[src/rtl/regfile_scoreboard.sv]
// 32-entry MIPS register file with write-through bypass reads and a per-register
// busy scoreboard that stalls issue on RAW/WAW hazards against outstanding write-backs.
module regfile_scoreboard #(
    parameter int DATA_W = 32,
    parameter int ADDR_W = 5
) (
    input  logic                 clk,
    input  logic                 rst_n,
    input  logic [ADDR_W-1:0]    rs_addr,
    input  logic [ADDR_W-1:0]    rt_addr,
    output logic [DATA_W-1:0]    rs_data,
    output logic [DATA_W-1:0]    rt_data,
    input  logic                 wr_en,
    input  logic [ADDR_W-1:0]    wr_addr,
    input  logic [DATA_W-1:0]    wr_data,
    input  logic                 issue_valid,
    input  logic                 issue_uses_rs,
    input  logic                 issue_uses_rt,
    input  logic                 issue_wr,
    input  logic [ADDR_W-1:0]    issue_dest,
    output logic                 stall,
    output logic [2**ADDR_W-1:0] busy_mask
);

    localparam int DEPTH = 2**ADDR_W;
    localparam logic [ADDR_W-1:0] ZERO_ADDR = '0;

    logic [DATA_W-1:0] regs_q [DEPTH];
    logic [DEPTH-1:0]  busy_q;
    logic [DEPTH-1:0]  busy_d;

    logic rsBypass;
    logic rtBypass;
    logic destBypass;
    logic rsHazard;
    logic rtHazard;
    logic wawHazard;
    logic doSet;

    // A same-cycle write-back to the read address supplies the data, so it both
    // bypasses the array and cancels the hazard on that register.
    assign rsBypass   = wr_en && (wr_addr == rs_addr);
    assign rtBypass   = wr_en && (wr_addr == rt_addr);
    assign destBypass = wr_en && (wr_addr == issue_dest);

    assign rs_data = (rs_addr == ZERO_ADDR) ? '0 : (rsBypass ? wr_data : regs_q[rs_addr]);
    assign rt_data = (rt_addr == ZERO_ADDR) ? '0 : (rtBypass ? wr_data : regs_q[rt_addr]);

    assign rsHazard  = issue_uses_rs && (rs_addr != ZERO_ADDR) && busy_q[rs_addr] && !rsBypass;
    assign rtHazard  = issue_uses_rt && (rt_addr != ZERO_ADDR) && busy_q[rt_addr] && !rtBypass;
    assign wawHazard = issue_wr && (issue_dest != ZERO_ADDR) && busy_q[issue_dest] && !destBypass;

    assign stall = issue_valid && (rsHazard || rtHazard || wawHazard);
    assign doSet = issue_valid && !stall && issue_wr && (issue_dest != ZERO_ADDR);

    // Clear is applied before set so a new producer on the same register wins.
    always_comb begin
        busy_d = busy_q;
        if (wr_en) begin
            busy_d[wr_addr] = 1'b0;
        end
        if (doSet) begin
            busy_d[issue_dest] = 1'b1;
        end
        busy_d[0] = 1'b0;
    end

    always_ff @(posedge clk or negedge rst_n) begin
        if (!rst_n) begin
            busy_q <= '0;
            for (int i = 0; i < DEPTH; i++) begin
                regs_q[i] <= '0;
            end
        end else begin
            busy_q <= busy_d;
            if (wr_en && (wr_addr != ZERO_ADDR)) begin
                regs_q[wr_addr] <= wr_data;
            end
        end
    end

    assign busy_mask = busy_q;

endmodule

[config.mk]
export PLATFORM = sky130hd
export DESIGN_NAME = regfile_scoreboard
export DESIGN_NICKNAME = d
export VERILOG_FILES = /design/src/rtl/regfile_scoreboard.sv
export SDC_FILE = /design/constraint.sdc
export NUM_CORES = 2
export LEC_CHECK = 0
export BUFFER_PORTS_ARGS = -buffer_cell sky130_fd_sc_hd__clkbuf_2
export CAP_MARGIN = 20
export CELL_PAD_IN_SITES_DETAIL_PLACEMENT = 0
export CELL_PAD_IN_SITES_GLOBAL_PLACEMENT = 1
export CORE_UTILIZATION = 45
export CTS_CLUSTER_DIAMETER = 30
export DETAILED_ROUTE_END_ITERATION = 8
export PLACE_DENSITY_LB_ADDON = 0.1
export SETUP_SLACK_MARGIN = 0.5
export SYNTH_ARGS = -nofsm -noshare
export SYNTH_HDL_FRONTEND = slang
export SYNTH_SLANG_ARGS = --single-unit
[constraint.sdc]
create_clock -name clk -period 4 [get_ports clk]
set_clock_uncertainty 0.15 [all_clocks]
set_input_delay 0.6 -clock clk [delete_from_list [all_inputs] [get_ports clk]]
set_output_delay 0.6 -clock clk [all_outputs]
set_load 0.02 [all_outputs]
==> impl_metrics.py <==
metrics = {
    "sta": {
        "tightest_slew_ps": 1157,
        "fmax_mhz": 276.3,
        "hold_viol_final": 0,
        "final_max_slew_viol_count": 0,
        "period_share_pct": 90.47,
        "relSlewSlack_pct": 22.84,
        "min_period_ps": 3619,
        "rsz0062_at_grt": "true",
        "setup_viol": 0,
        "worst_slack_ps": 381.4,
    },
    "layout": {
        "area_growth_pct": 27.64,
        "layout-drive-gt1-share_pct": 61.32,
        "diodes": 0,
        "num-nets-final": 4176,
    },
    "clock_network": {
        "cts.htree.levels": 5,
        "cts_buffers": 292,
        "cts_tree": "yes",
        "insertion_delay_ps": 820,
        "cts_sinks": 1055,
        "clkSlewWorstSetupHoldPaths_ps": 40,
        "cts_root_buf": "clkbuf_16",
        "clockBufferDepth": 4,
    },
    "grt": {
        "grt_max_degree": 113,
        "grt_use_met2_pct": 50.46,
        "antenna_found_initial": 10,
        "grt_usage_pct": 32.50,
        "met3_usage_pct": 7.085,
        "grt_first_pass_wirelength_um": 304300,
        "grt_overflow_total": 0,
        "grt_pass1_vias": 42250,
        "use_met1_pct": 44.39,
        "busiest_layer": "met2",
    },
    "logic_synthesis": {
        "synth_nets": 3868,
        "ys_types": 54,
        "syn_avg_cell_area_um2": 15.14,
        "synth_edf_count": 0,
        "ys_seq_area_share_pct": 45.79,
        "ys.flop_type": "dfrtp_1",
        "async_flop_share_pct": 100.0,
        "synth_seq_cells": 1055,
        "yosysWarningCount": 0,
        "netlist_area_mm2": 0.05766,
        "syn_inst": 3809,
    },
    "floorplan": {
        "core_area_mm2": 0.1264,
        "die_w_um": 360.0,
        "die_h_um": 360.0,
        "io_pins": 156,
        "start_util_pct": 45.62,
        "dieArea_mm2": 0.1296,
        "placementRows": 130,
    },
    "routing": {
        "remaining_drc_errors": 0,
        "wl_per_cell_um": 34.89,
        "first_pass_iters": 6,
        "drt_wl_total_um": 208400,
        "vias": 39300,
        "viasPerCell": 6.579,
        "drtIter0Drc": 3545,
        "ant_nets": 0,
    },
    "critical_path": {
        "r2r_setup_slack_ps": 1290,
        "critPathSlowestCell": "mux4_2",
        "critPathArrivalTime_ps": 2870,
        "cpPeakStageDelay_ps": 500,
        "end_kind": "output pin",
        "crit_fanout": 5,
        "critPathKind": "register to output pin",
        "cpLargestDelayFamily": "compound AO/OA/AOI/OAI gates",
        "critical_path.cell_chain": "mux4_2 > a21oi_1 > a22oi_1 > nand4_1 > nand2_4 > o21a_1 > clkbuf_8",
        "start_kind": "register",
        "cp_data_required_time_ps": 3250,
        "cp_num_buf_inv": 1,
    },
    "flow_run": {
        "timing.max_cap.violations": 0,
    },
    "pwr": {
        "cellPowerDensity_mw_per_mm2": 613.4,
        "power_w": 0.04514,
        "p_leak_nw": 32.07,
        "peakVddDrop_uv": 385.1,
    },
    "place": {
        "pre_cts_ws_ps": -13.61,
        "dpl.hpwl_um": 114700,
        "port_buffers": 154,
        "place.gp.congestion": 0.8278,
    },
    "run_status": {
        "status": "finished clean",
    },
    "min_path": {
        "hold_class": "input port to register",
    },
}
cell usage in the layout (no fill, tap or decap), drive strengths merged, types with 14 or more instances in the layout:
master / n
buf: 331
clkinvlp: 20
nand2: 50
o31ai: 24
bufinv: 29
nand3: 35
o21ai: 105
clkbuf: 500
a21oi: 54
mux2i: 196
clkinv: 60
mux4: 554
dfrtp: 1055
nor2: 58
mux2: 996
a221oi: 57
o211ai: 14
a211oi: 25
a22oi: 30
kinds of logic after synthesis:
logic type / synth area share, %
xor gates and xnor gates: 0.2279
other: 0.006504
muxes: 44.49
DFF: 45.79
buffers and inverters: 3.661
and+or+nand+nor: 1.773
AOI/OAI and AO/OA: 4.049
layout make-up:
| type | instances | area (um2) |
|---|---|---|
| Multi-Input combinational cell | 2307 | 30140 |
| Clock inverter | 114 | 1395 |
| Clock buffer | 386 | 8298 |
| Timing Repair Buffer | 459 | 5283 |
| Sequential cell | 1055 | 26400 |
| Fill cell | 9673 | 52790 |
| Inverter | 2 | 17.52 |
| Tap cell | 1650 | 2064 |
final timing paths:
path,end,depth (start not counted),from
hold reg to reg,regs_q[1017]$_DFFE_PN0P_,0,regs_q[1017]$_DFFE_PN0P_
setup reg to reg,busy_mask[9]$_DFF_PN0_,9,busy_mask[22]$_DFF_PN0_
min in group asynchronous,regs_q[306]$_DFFE_PN0P_,2,rst_n
setup / recovery,stall,7,busy_mask[7]$_DFF_PN0_
max in group asynchronous,regs_q[176]$_DFFE_PN0P_,3,rst_n
hold / removal,regs_q[950]$_DFFE_PN0P_,2,wr_data[22]
report_power, final:
group | leakage (nW) | total, W | switching (W) | internal [W]
sequential | 13.5 | 0.0143 | 0.00157 | 0.0127
clock | 4.76 | 0.0229 | 0.00673 | 0.0162
combinational | 13.8 | 0.00790 | 0.00329 | 0.00461
worst reg2reg max path, stage by stage (launching register included):
cell and delay, ps:
dfrtp_1 410, buf_6 130, mux4_2 490, a22oi_2 210, o41ai_2 110, a21oi_2 170
o32ai_4 100, buf_4 160, buf_4 260, o41ai_1 400
through the flow:
step / instances / TNS [ps] / cell area, um2 / util [%] / hold slack [ps]
global placement: 5364 / 0 / 61270 / 48.48 / 226.3
global route: 5973 / 0 / 73600 / 58.23 / 88.81
finish: 5973 / 0 / 73600 / 58.23 / 93.24
CTS: 5947 / 0 / 72890 / 57.67 / 47.79
detailed placement: 5364 / -13.61 / 61270 / 48.48 / 233.6
floorplan: 3809 / 0 / 57660 / - / 154.4
synthesized netlist by cell type, drive strengths merged (7+ instances only):
cell type,n,area share [%]
nor2,57,0.37
dfrtp,1055,46
clkbuf,242,1.6
buf,205,2.1
nand2,50,0.34
o31ai,24,0.48
a221oi,57,0.87
and2,10,0.11
mux4,554,22
mux2i,196,3.4
nand3,35,0.30
nor3b,7,0.091
o22ai,10,0.11
xor2,12,0.18
mux2,996,19
o21ai,105,0.91
a22oi,30,0.39
nand3b,10,0.13
a211oi,25,0.33
nor3,7,0.061
a21oi,54,0.48
o211ai,14,0.18
layer usage:
metal  vias up  part of all wire (%)  routed length (um)
met3       533                   7.3               15270
met5         -                 0.029                  61
met1     21360                    42               87340
met4        10                   3.9                8154
met2      1789                    47               97550
li1      15600                     -                   -
state kept, by name, indices dropped and copies added (netlist names):
signal,cells
busy_mask,31
regs_q,1024
timing repair:
item	4_1_cts	5_1_grt
gates resized for setup	161	128
setup endpoints to repair	59	60
setup buffers	64	23
endpoints found under the hold margin	70	0
hold buffers	2	0
pin swaps	35	47
gates cloned	17	3
(Power assumes the default switching activity.)
